==> config.mk <==
export PLATFORM = sky130hd
export DESIGN_NAME = uploader
export DESIGN_NICKNAME = d
export VERILOG_FILES = /design/src/rtl/laser500_mem_pkg.sv /design/src/rtl/uploader.sv
export SDC_FILE = /design/constraint.sdc
export NUM_CORES = 1
export LEC_CHECK = 0
export ABC_AREA = 1
export BUFFER_PORTS_ARGS = -buffer_cell sky130_fd_sc_hd__buf_2
export CAP_MARGIN = 20
export CORE_MARGIN = 2
export CORE_UTILIZATION = 60
export CTS_CLUSTER_SIZE = 16
export DETAILED_ROUTE_END_ITERATION = 8
export PLACE_DENSITY_LB_ADDON = 0.1
export SKIP_LAST_GASP = 1
export SYNTH_ARGS = -nofsm -noshare
export SYNTH_HDL_FRONTEND = slang
export SYNTH_SLANG_ARGS = --single-unit
==> constraint.sdc <==
create_clock -name clk -period 7.7 [get_ports clk]
set_clock_uncertainty 0.15 [all_clocks]
set_input_delay 1.155 -clock clk [delete_from_list [all_inputs] [get_ports clk]]
set_output_delay 1.155 -clock clk [all_outputs]
set_load 0.01 [all_outputs]
==> src/rtl/laser500_mem_pkg.sv <==
// Shared SDRAM map for the BASIC program area plus the uploader state set.
// prg_len() turns the end-of-program pointer into a clamped byte count.
package laser500_mem_pkg;

  localparam int ADDR_W = 25;

  localparam logic [ADDR_W-1:0] PRG_START_ADDR = 25'h008995;
  localparam logic [ADDR_W-1:0] PTR_PROGND     = 25'h0083E9;
  localparam logic [15:0]       PTR_END_BASE   = 16'h8995;
  localparam logic [ADDR_W-1:0] MAX_LEN        = 25'h007000;

  typedef enum logic [3:0] {
    UP_IDLE,
    UP_PTR_LO,
    UP_PTR_HI,
    UP_CALC,
    UP_FETCH,
    UP_WAIT,
    UP_DRAIN,
    UP_SETTLE1,
    UP_SETTLE2
  } up_state_e;

  // A pointer below the program base means an empty program.
  function automatic logic [ADDR_W-1:0] prg_len(input logic [15:0] ptr);
    logic [15:0]       diff;
    logic [ADDR_W-1:0] len;
    diff = ptr - PTR_END_BASE;
    if (ptr < PTR_END_BASE) len = '0;
    else                    len = {9'd0, diff};
    if (len > MAX_LEN) len = MAX_LEN;
    return len;
  endfunction

endpackage

==> src/rtl/uploader.sv <==
// Streams the BASIC program from SDRAM back to the IO controller one byte per
// ioctl_rd, holding the CPU off for the transfer plus two settle cycles.
module uploader
  import laser500_mem_pkg::*;
(
  input  logic              clk,
  input  logic              reset_n,
  input  logic              ioctl_upload,
  input  logic              ioctl_rd,
  output logic [7:0]        ioctl_din,
  output logic              ioctl_din_valid,
  output logic              ioctl_eof,
  output logic [ADDR_W-1:0] upload_len,
  output logic              len_valid,
  output logic              mem_rd,
  output logic [ADDR_W-1:0] mem_addr,
  input  logic [7:0]        mem_data,
  input  logic              mem_ack,
  output logic              uploading,
  output logic              overrun
);

  up_state_e         state_q;
  logic              upload_q;
  logic [7:0]        ptr_lo_q, ptr_hi_q;
  logic [ADDR_W-1:0] index_q, len_q, addr_q;
  logic [7:0]        din_q;
  logic              valid_q, eof_q, len_valid_q, mem_rd_q, uploading_q, overrun_q;

  logic              up_rise, up_fall, active, rd_early;
  logic [ADDR_W-1:0] index_nxt, calc_len;

  assign up_rise   = ioctl_upload & ~upload_q;
  assign up_fall   = ~ioctl_upload & upload_q;
  assign active    = state_q inside {UP_PTR_LO, UP_PTR_HI, UP_CALC, UP_FETCH, UP_WAIT};
  assign rd_early  = ioctl_rd & (state_q inside {UP_PTR_LO, UP_PTR_HI, UP_CALC, UP_FETCH});
  assign index_nxt = index_q + 25'd1;
  assign calc_len  = prg_len({ptr_hi_q, ptr_lo_q});

  always_ff @(posedge clk or negedge reset_n) begin
    if (!reset_n) begin
      state_q     <= UP_IDLE;
      // Treat upload as already high so a level held through reset is not an edge.
      upload_q    <= 1'b1;
      ptr_lo_q    <= '0;
      ptr_hi_q    <= '0;
      index_q     <= '0;
      len_q       <= '0;
      addr_q      <= '0;
      din_q       <= '0;
      valid_q     <= 1'b0;
      eof_q       <= 1'b0;
      len_valid_q <= 1'b0;
      mem_rd_q    <= 1'b0;
      uploading_q <= 1'b0;
      overrun_q   <= 1'b0;
    end else begin
      upload_q <= ioctl_upload;
      if (rd_early) overrun_q <= 1'b1;
      if (mem_ack)  mem_rd_q  <= 1'b0;

      if (up_fall && active) begin
        state_q     <= UP_DRAIN;
        valid_q     <= 1'b0;
        eof_q       <= 1'b0;
        len_valid_q <= 1'b0;
      end else begin
        case (state_q)
          UP_IDLE: if (up_rise) begin
            uploading_q <= 1'b1;
            overrun_q   <= 1'b0;
            index_q     <= '0;
            mem_rd_q    <= 1'b1;
            addr_q      <= PTR_PROGND;
            state_q     <= UP_PTR_LO;
          end
          UP_PTR_LO: if (mem_ack) begin
            ptr_lo_q <= mem_data;
            mem_rd_q <= 1'b1;
            addr_q   <= PTR_PROGND + 25'd1;
            state_q  <= UP_PTR_HI;
          end
          UP_PTR_HI: if (mem_ack) begin
            ptr_hi_q <= mem_data;
            state_q  <= UP_CALC;
          end
          UP_CALC: begin
            len_q       <= calc_len;
            len_valid_q <= 1'b1;
            index_q     <= '0;
            if (calc_len == '0) begin
              eof_q   <= 1'b1;
              state_q <= UP_WAIT;
            end else begin
              mem_rd_q <= 1'b1;
              addr_q   <= PRG_START_ADDR;
              state_q  <= UP_FETCH;
            end
          end
          UP_FETCH: if (mem_ack) begin
            din_q   <= mem_data;
            valid_q <= 1'b1;
            state_q <= UP_WAIT;
          end
          UP_WAIT: if (ioctl_rd && valid_q) begin
            valid_q <= 1'b0;
            index_q <= index_nxt;
            if (index_nxt == len_q) begin
              eof_q <= 1'b1;
              din_q <= 8'h00;
            end else begin
              mem_rd_q <= 1'b1;
              addr_q   <= PRG_START_ADDR + index_nxt;
              state_q  <= UP_FETCH;
            end
          end
          // An outstanding read must complete before the SDRAM mux is handed back.
          UP_DRAIN: if (!mem_rd_q || mem_ack) begin
            mem_rd_q <= 1'b0;
            state_q  <= UP_SETTLE1;
          end
          UP_SETTLE1: state_q <= UP_SETTLE2;
          UP_SETTLE2: begin
            uploading_q <= 1'b0;
            state_q     <= UP_IDLE;
          end
          default: state_q <= UP_IDLE;
        endcase
      end
    end
  end

  assign ioctl_din       = din_q;
  assign ioctl_din_valid = valid_q;
  assign ioctl_eof       = eof_q;
  assign upload_len      = len_q;
  assign len_valid       = len_valid_q;
  assign mem_rd          = mem_rd_q;
  assign mem_addr        = addr_q;
  assign uploading       = uploading_q;
  assign overrun         = overrun_q;

endmodule

# ---- Word level (Yosys, flattened, before mapping)
# Cells that the tools add are included.
dict set report op_classes {
  n_addsub 3
  magnitude_cmp 2
  n_eq_ne 25
  muxes 51
  bitwise 6
  reduce_logical 25
}
# operator n
set op_table {}
lappend op_table {{25-bit 2-to-1 mux} 7}
lappend op_table {{25-bit one-hot mux with 4 select lines} 1}
lappend op_table {{25-bit one-hot mux with 3 select lines} 1}
lappend op_table {{16-bit 2-to-1 mux} 2}
lappend op_table {{4-bit 2-to-1 mux} 8}
lappend op_table {{4-bit one-hot mux with 8 select lines} 1}
lappend op_table {{16-bit by 25-bit adder with 25-bit output (first input constant)} 1}
lappend op_table {{25-bit by 1-bit adder with 25-bit output (second input constant)} 1}
lappend op_table {{25-bit == test} 1}
lappend op_table {{25-bit by 15-bit greater-than comparator with 1-bit output (second input constant)} 1}
lappend op_table {{25-bit logical NOT} 1}
lappend op_table {{8-bit 2-to-1 mux} 3}
lappend op_table {{1-bit 2-to-1 mux} 23}
lappend op_table {{4-bit by 3-bit == test with 1-bit output (second input constant)} 4}
lappend op_table {{16-bit < comparator (second input constant)} 1}
lappend op_table {{8-bit one-hot mux with 2 select lines} 1}
lappend op_table {{16-bit subtractor (second input constant)} 1}
lappend op_table {{7-bit AND reduction} 2}
lappend op_table {{3-bit AND reduction} 4}
lappend op_table {{2-bit != test (second input constant)} 5}
lappend op_table {{3-bit by 1-bit != test with 1-bit output (second input constant)} 3}
lappend op_table {{3-bit by 2-bit != test with 1-bit output (second input constant)} 3}
lappend op_table {{3-bit != test (second input constant)} 3}
lappend op_table {{3-bit nonzero test} 3}
lappend op_table {{18 further kinds} 31}
dict set report word_totals {
  regBits 110
  out_inout_bits 64
}

# ---- Depth between registers and ports, before layout
# Gate-level depths: netlist of run 1.
dict set report logic_depth {
  word_depth 8
  ltp_mapped 23
}

# ---- Worst setup path before layout of run 1
# Ideal clock, no wire load.
dict set report synth_path {
  path_kind {reg-to-reg}
  from {reg ptr_lo_q[0]}
  to {reg addr_q[7], in the netlist mem_addr[7]}
  t_arrival_ns 2.441
  required_ns 7.433
  slack_ns 4.992
  path_stages_with_launch 20
  n_path_buf 1
  period_less_slack_ns 2.708
  cell_sequence {dfrtp_1 -> inv_1 -> ha_1 -> inv_1 -> nand2_1 -> nand2_1 -> nand2_1 -> nand2_1 -> nand2_2 -> a21boi_2 -> nand3_1 -> nor2_1 -> nand3_1 -> nand2_2 -> nand3_1 -> nor2_2 -> nand3_4 -> buf_4 -> nand3_1 -> nand2_1}
}
dict set report synth_between {
  elab_chain_cells 7
  word_cells_on_any_way 8
  classes_between {add/sub (1); order compare (2); eq/ne (1); mux (2); reduce/logical (2)}
}
# item line_no
set synth_rtl {}
lappend synth_rtl {{from (decl)} uploader.sv:25} ;# logic [7:0] ptr_lo_q, ptr_hi_q;
lappend synth_rtl {{from (signal assigned)} uploader.sv:78} ;# ptr_lo_q <= mem_data;
lappend synth_rtl {{16-bit subtractor / 16-bit < comparator (equally long branches)} {laser500_mem_pkg.sv:28, laser500_mem_pkg.sv:29}}
lappend synth_rtl {{16-bit 2-to-1 mux *} laser500_mem_pkg.sv:29} ;# if (ptr < PTR_END_BASE) len = '0;
lappend synth_rtl {{25-bit by 15-bit greater-than comparator with 1-bit output} laser500_mem_pkg.sv:31} ;# if (len > MAX_LEN) len = MAX_LEN;
lappend synth_rtl {{16-bit 2-to-1 mux *} laser500_mem_pkg.sv:31}
lappend synth_rtl {{25-bit logical NOT *} uploader.sv:91} ;# if (calc_len == '0) begin
lappend synth_rtl {{2-bit != test (no line) *} --}
lappend synth_rtl {{7-bit AND reduction (no line) *} --}
lappend synth_rtl {{to (signal assigned)} uploader.sv:80} ;# addr_q <= PTR_PROGND + 25'd1;
lappend synth_rtl {{to (signal assigned)} uploader.sv:113} ;# addr_q <= PRG_START_ADDR + index_nxt;
lappend synth_rtl {{to (decl)} uploader.sv:26} ;# logic [ADDR_W-1:0] index_q, len_q, addr_q;
# Every way passes the cells marked *; elsewhere a longest branch is shown, timed or not.
# A chain may end at the register's enable or synchronous reset.

# ---- Worst setup path in the final report of run 1
dict set report layout_path {
  from {reg state_q[3]}
  to {reg index_q[3]}
}
dict set report layout_between {
  elab_chain_cells 5
  word_cells_on_any_way 14
  classes_between {eq/ne (7); mux (1); bitwise (1); reduce/logical (5)}
}
# item line_no
set layout_rtl {}
lappend layout_rtl {{from (decl)} uploader.sv:23} ;# up_state_e state_q;
lappend layout_rtl {{from (signal assigned)} uploader.sv:42} ;# state_q <= UP_IDLE;
lappend layout_rtl {{from (signal assigned)} uploader.sv:63} ;# state_q <= UP_DRAIN;
lappend layout_rtl {{from (signal assigned)} uploader.sv:75} ;# state_q <= UP_PTR_LO;
lappend layout_rtl {{4-bit by 1-bit == test with 1-bit output (tied with other cells)} uploader.sv:35} ;# assign active = state_q inside {UP_PTR_LO, UP_PTR_HI, UP_CALC, UP_FETCH, UP_WAIT};
lappend layout_rtl {{5-bit nonzero test} uploader.sv:35}
lappend layout_rtl {{1-bit logical AND} uploader.sv:62} ;# if (up_fall && active) begin
lappend layout_rtl {{1-bit NOT (no line)} --}
lappend layout_rtl {{4-bit AND reduction (no line)} --}
lappend layout_rtl {{to (signal assigned)} uploader.sv:107} ;# index_q <= index_nxt;
lappend layout_rtl {{to (decl)} uploader.sv:26}
# Several ways; a longest one is shown, not always the timed one.

==> results.toml, run 1 <==
[critical_path]
r2r-start = "state_q[3]"
rr_endpoint = "index_q[3]"
worst-setup-path-type = "register to register"
worstPathRequired_ns = 7.79
r2r_setup_slack_ns = 3.74
startpoint_type = "register"
reg2regPathDepth = 12
crit_path_end_kind = "register"
worstPathArrival_ns = 4.04
cp_max_fo = 24

[die]
io_pins = 77
dieArea_um2 = 11800
die_x_um = 108
initial_core_util_pct = 60.9
die_y_um = 108
rows = 38
core_area_um2 = 10700

[detailed_routing]
drt-vias-per-instance = 5.48
drtAntennaViolNets = 0
routedWlPerCell_um = 14.5
dr.first_iter.drc_count = 451
finalWirelength_um = 17200
drc_errors = 0
dr.pass1.iters = 5
dr_total_vias = 6470

[global_route]
grt_pass1_vias = 5969
overflow = 0
grt_pass1_wl_um = 28100
grt_max_degree = 52
grt_usage_pct = 30.5
antenna_found_initial = 0

[worst_hold_path]
hp-class = "register to register"
holdPathEnd = "mem_addr[23]"
min_path_cells = 2
hold_start = "mem_addr[23]"

[yosys]
synth.most_common_cell = "nand2_1"
yosys-top-cells-count = "308 x nand2_1, 125 x nor2_1, 118 x inv_1, 100 x dfrtp_1, 86 x nand3_1"
synthFlopType = "dfrtp_1"
ys_types = 44
ys_seq_elements = 101
synth_top_cells_by_area = "dfrtp_1 38%, nand2_1 18%, nor2_1 7.2%"
synth_edf_count = 0
syn_area_per_cell_um2 = 6.71
synth_cells = 975
syn_area_um2 = 6540
ys_warn_count = 0
ys_seq_area_share_pct = 38.6
synth_area_leader_cell = "dfrtp_1"
yosysTopAreaCellShare_pct = 38.2
async_flop_share_pct = 100

[final_layout]
final_cells = 1181
layout-area-overhead-vs-synth_pct = 9.73
final_cell_area_um2 = 7180
fin_nets = 1052
antenna_cells = 0
drive_above_1_share_pct = 10.8

[power_and_ir_drop]
p_int_mw = 1.45
pwr-share-clk_pct = 12.9
p_sw_share_pct = 50.8
pwr-share-seq_pct = 31.2
netSwitchingPower_mw = 1.50
power_density_nw_per_um2 = 411
peakVddDrop_mv = 0.225
comb_power_share_pct = 55.9
power.leakage_nw = 3.79

[status]
outcome = "finished clean"

[clock_network]
cts_tree = "yes"
holdBufCountCts = 0
cts_buffers = 9
clk_latency_ns = 0.39
post_cts_buffers = 0
cts_resized = 0
clockBufferDepth = 2
path_clk_slew_ns = 0.10
clockRootBuffer = "clkbuf_8"
clock-sinks = 101
cts-htree-levels = 3

[place]
portBuffers = 67
dp.cells = 1164
placed_cell_area_um2 = 6940
gp_congestion = 0.945
dp_hpwl_um = 13100

[sta]
relSlewSlack_pct = 42.6
max_freq_mhz = 253
final-setup-viol-count = 0
slew_viol_final = 0
tightestPinTransition_ns = 0.860
fin_tns_setup_ns = 0
period_minus_slack_ns = 3.96
min_period_over_period_pct = 51.4
grt_setup_unrepaired = "false"
fin_hold_ws_ns = 0.323
final_hold_viol_count = 0

[job]
cap_violations = 0
## state kept, by name, indices dropped and copies added (netlist names)
name and flops:
mem_rd 1, ioctl_din_valid 1, ioctl_din 8, index_q 25
ptr_hi_q 8, ioctl_eof 1, upload_q 1, state_q 4
overrun 1, ptr_lo_q 8, mem_addr 25, len_valid 1
upload_len 16, uploading 1
## stage by stage
step           setup slack, ns  util, %  power, mW
2_1_floorplan             4.99        -       2.10
3_3_place_gp              3.99     64.6       2.50
3_5_place_dp              3.80     64.6       2.53
4_1_cts                   3.79     66.7       2.92
5_1_grt                   3.39     66.8       3.21
6_report                  3.74     66.8       2.95
## worst max path at each step
stage | start | to | cells past startpoint | slack (ns)
2_1_floorplan | ptr_lo_q[0] | mem_addr[7] | 19 | 4.99
3_5_place_dp | state_q[3] | index_q[20] | 12 | 3.80
3_3_place_gp | index_q[0] | mem_addr[17] | 17 | 3.99
5_1_grt | state_q[2] | index_q[7] | 13 | 3.39
4_1_cts | state_q[3] | index_q[3] | 12 | 3.79
6_report | state_q[3] | index_q[3] | 12 | 3.74
## cell usage in the layout (no fill, tap or decap), drive strengths merged
master / count
a2111o: 1
a211oi: 1
a21boi: 1
a21oi: 26
a31oi: 4
buf: 71
bufinv: 2
clkbuf: 10
clkinv: 4
clkinvlp: 1
conb: 9
dfrtp: 100
dfstp: 1
ha: 3
inv: 124
nand2: 314
nand3: 89
nand4: 15
nor2: 127
nor3: 14
nor3b: 3
nor4: 1
o211ai: 1
o21a: 1
o21ai: 54
o22ai: 26
o31ai: 4
o32ai: 3
o41ai: 1
or2: 2
xnor2: 5
xor2: 23
## cells by family (layout without fill, tap and decap cells)
logic type      Yosys count  count (layout)  synth area share, %
compound gates          123             123                 10.8
xor+xnor                 28              28                 3.98
fa+ha+maj                 3               3                0.574
buf+inv                 154             212                 9.79
flops                   101             101                 38.6
other cells               1               9               0.0573
simple gates            565             565                 36.1
## critical path, stage by stage, from the launching register on
cell	delay, ns
dfrtp_1	0.41
nor2_1	0.18
inv_1	0.10
nor2_1	0.10
inv_1	0.06
nor2_1	0.59
inv_1	0.51
nor2_1	0.53
inv_1	0.14
nand2_1	0.13
nor2_1	0.07
inv_1	0.66
o22ai_1	0.17
## power groups by stage
stage / registers (mW) / logic (mW) / clock network [mW]
after floorplan: 0.918 / 1.18 / 0
after global placement: 0.921 / 1.58 / 0
after detailed placement: 0.924 / 1.61 / 0
after CTS: 0.916 / 1.62 / 0.388
after global routing: 0.944 / 1.86 / 0.409
final: 0.920 / 1.65 / 0.382
## area by class of cell
type | instances | area [um^2]
Sequential cell | 101 | 2530
Multi-Input combinational cell | 728 | 3410
Fill cell | 1024 | 3560
Timing Repair Buffer | 71 | 375
Clock inverter | 6 | 86.3
Inverter | 125 | 469
Tap cell | 140 | 175
Clock buffer | 10 | 138
## routing by layer
metal	share of wire, %	routed length, um	up-vias	GRT usage [%]
met3	5.7	978	39	6.03
met4	3.1	527	0	11.6
li1	-	-	3233	-
met1	43	7340	2996	38.0
met2	48	8330	202	52.4
met5	0	0	-	0
No activity file was read; power rests on OpenSTA's default activity.
==> run 2, diff against run 1 <==
- CORE_UTILIZATION: 60 -> 59
- clock period: 7.7 -> 3.9 ns (I/O delays scaled with it)
==> results.toml, run 2 (same netlist as run 1, synthesis figures left out) <==
[detailed_routing]
drc_errors = 0
dr_total_vias = 6497
routedWlPerCell_um = 14.8
drt-vias-per-instance = 5.45
finalWirelength_um = 17600
dr.pass1.iters = 5
dr.first_iter.drc_count = 466
drtAntennaViolNets = 0

[critical_path]
cpMaxStageDelayCell = "a21oi_4"
cp_max_fo = 26
r2r-start = "index_q[1]"
worstPathRequired_ns = 4.03
rr_endpoint = "mem_addr[15]"
worst-setup-path-type = "register to register"
worstPathArrival_ns = 3.56
crit_path_end_kind = "register"
cpMostUsedCell = "nand2_1"
cpLargestDelayFamily = "simple AND/OR/NAND/NOR gates"
reg2regPathDepth = 17
startpoint_type = "register"
critical_path_buf_inv_count = 0
slowest_delay_ns = 0.56
path_cells = "ha_1, nand2_1, nor2_4, nand3_2, nor2_1, xor2_2, nand2_1, nand2_1, nor2_1, nand2_1, nor2_1, nand3_2, nand2_2, a21oi_4, nand2_8, nand2_1, nand2_1"
r2r_setup_slack_ns = 0.47

[sta]
final_hold_viol_count = 0
fin_tns_setup_ns = 0
tightestPinTransition_ns = 0.842
setup_slack_ns = 0.472
min_period_over_period_pct = 87.9
slew_viol_final = 0
relSlewSlack_pct = 43.8
period_minus_slack_ns = 3.43
grt_setup_unrepaired = "false"
final-setup-viol-count = 0
max_freq_mhz = 292

[die]
die_x_um = 109
die_y_um = 109
dieArea_um2 = 11900
io_pins = 77
initial_core_util_pct = 60.4
rows = 38
core_area_um2 = 10800

[clock_network]
clockBufferDepth = 2
cts_buffers = 9
clockRootBuffer = "clkbuf_8"
clock-sinks = 101
cts-htree-levels = 3
holdBufCountCts = 0
cts_tree = "yes"
path_clk_slew_ns = 0.10
clk_latency_ns = 0.39

[power_and_ir_drop]
pwr-share-seq_pct = 30.8
p_int_mw = 2.87
pwr-share-clk_pct = 11.9
peakVddDrop_mv = 0.431
comb_power_share_pct = 57.4
power.leakage_nw = 3.84
netSwitchingPower_mw = 3.00
power_density_nw_per_um2 = 808
p_sw_share_pct = 51.1

[global_route]
overflow = 0
grt_max_degree = 86
use_met1_pct = 39.7
grt_usage_pct = 31.3
antenna_found_initial = 0
grt_pass1_wl_um = 28900
grt-busiest-layer = "met2"
grt_use_met2_pct = 51.2
use_met3_pct = 7.53
grt_pass1_vias = 6173

[place]
gp_congestion = 1.00
portBuffers = 67
dp_hpwl_um = 13300
dp_slack_ns = 0.368
placed_cell_area_um2 = 7020

[worst_hold_path]
hp-class = "input pin to asynchronous set/reset pin"

[final_layout]
final_cell_mix = "308 x nand2_1, 125 x nor2_1, 118 x inv_1, 100 x dfrtp_1, 86 x nand3_1"
fin_nets = 1064
drive_above_1_share_pct = 11.6
final_cell_area_um2 = 7270
antenna_cells = 0
final_common_cell = "nand2_1"
layout-area-overhead-vs-synth_pct = 11.1

[status]
outcome = "finished clean"

[job]
cap_violations = 0
-- run 2: area by class of cell --
type                            count  area (um^2)
Clock buffer                       13          159
Clock inverter                      3         43.8
Fill cell                        1032         3570
Inverter                          125          469
Multi-Input combinational cell    729         3430
Sequential cell                   101         2530
Tap cell                          140          175
Timing Repair Buffer               82          463
-- run 2: repair_timing --
item | in CTS | in global routing
gates resized for setup | 0 | 2
setup endpoints to repair | 0 | 25
setup buffers | 0 | 0
endpoints found under the hold margin | 0 | 0
-- run 2: how the worst max path moves through the flow --
stage / start / to / cells past startpoint
global placement: ptr_lo_q[0] / mem_addr[24] / 21
detailed placement: ptr_lo_q[0] / mem_addr[19] / 21
global route: ptr_lo_q[0] / mem_addr[14] / 21
CTS: ptr_lo_q[0] / mem_addr[15] / 21
finish: index_q[1] / mem_addr[15] / 17
floorplan: ptr_lo_q[0] / mem_addr[7] / 19
-- run 2: routing by layer --
metal | routed length [um] | part of all wire [%]
met1 | 7660 | 43
met2 | 8190 | 46
met3 | 1110 | 6.3
met4 | 689 | 3.9
met5 | 0 | 0
-- run 2: per-stage QoR --
stage / std cells / hold slack, ns / utilization (%) / power (mW)
after floorplan: 983 / 0.139 / - / 4.14
after global placement: 1175 / 0.303 / 64.8 / 5.05
after detailed placement: 1175 / 0.304 / 64.8 / 5.08
after CTS: 1191 / 0.153 / 66.7 / 5.79
after global routing: 1193 / 0.0734 / 67.1 / 6.45
final: 1193 / 0.0470 / 67.1 / 5.87
-- run 2: power groups by stage --
stage	clock [mW]	sequential, mW	combinational (mW)
detailed placement	0	1.81	3.27
CTS	0.703	1.80	3.29
global placement	0	1.82	3.23
finish	0.696	1.81	3.37
global route	0.747	1.86	3.84
floorplan	0	1.81	2.33
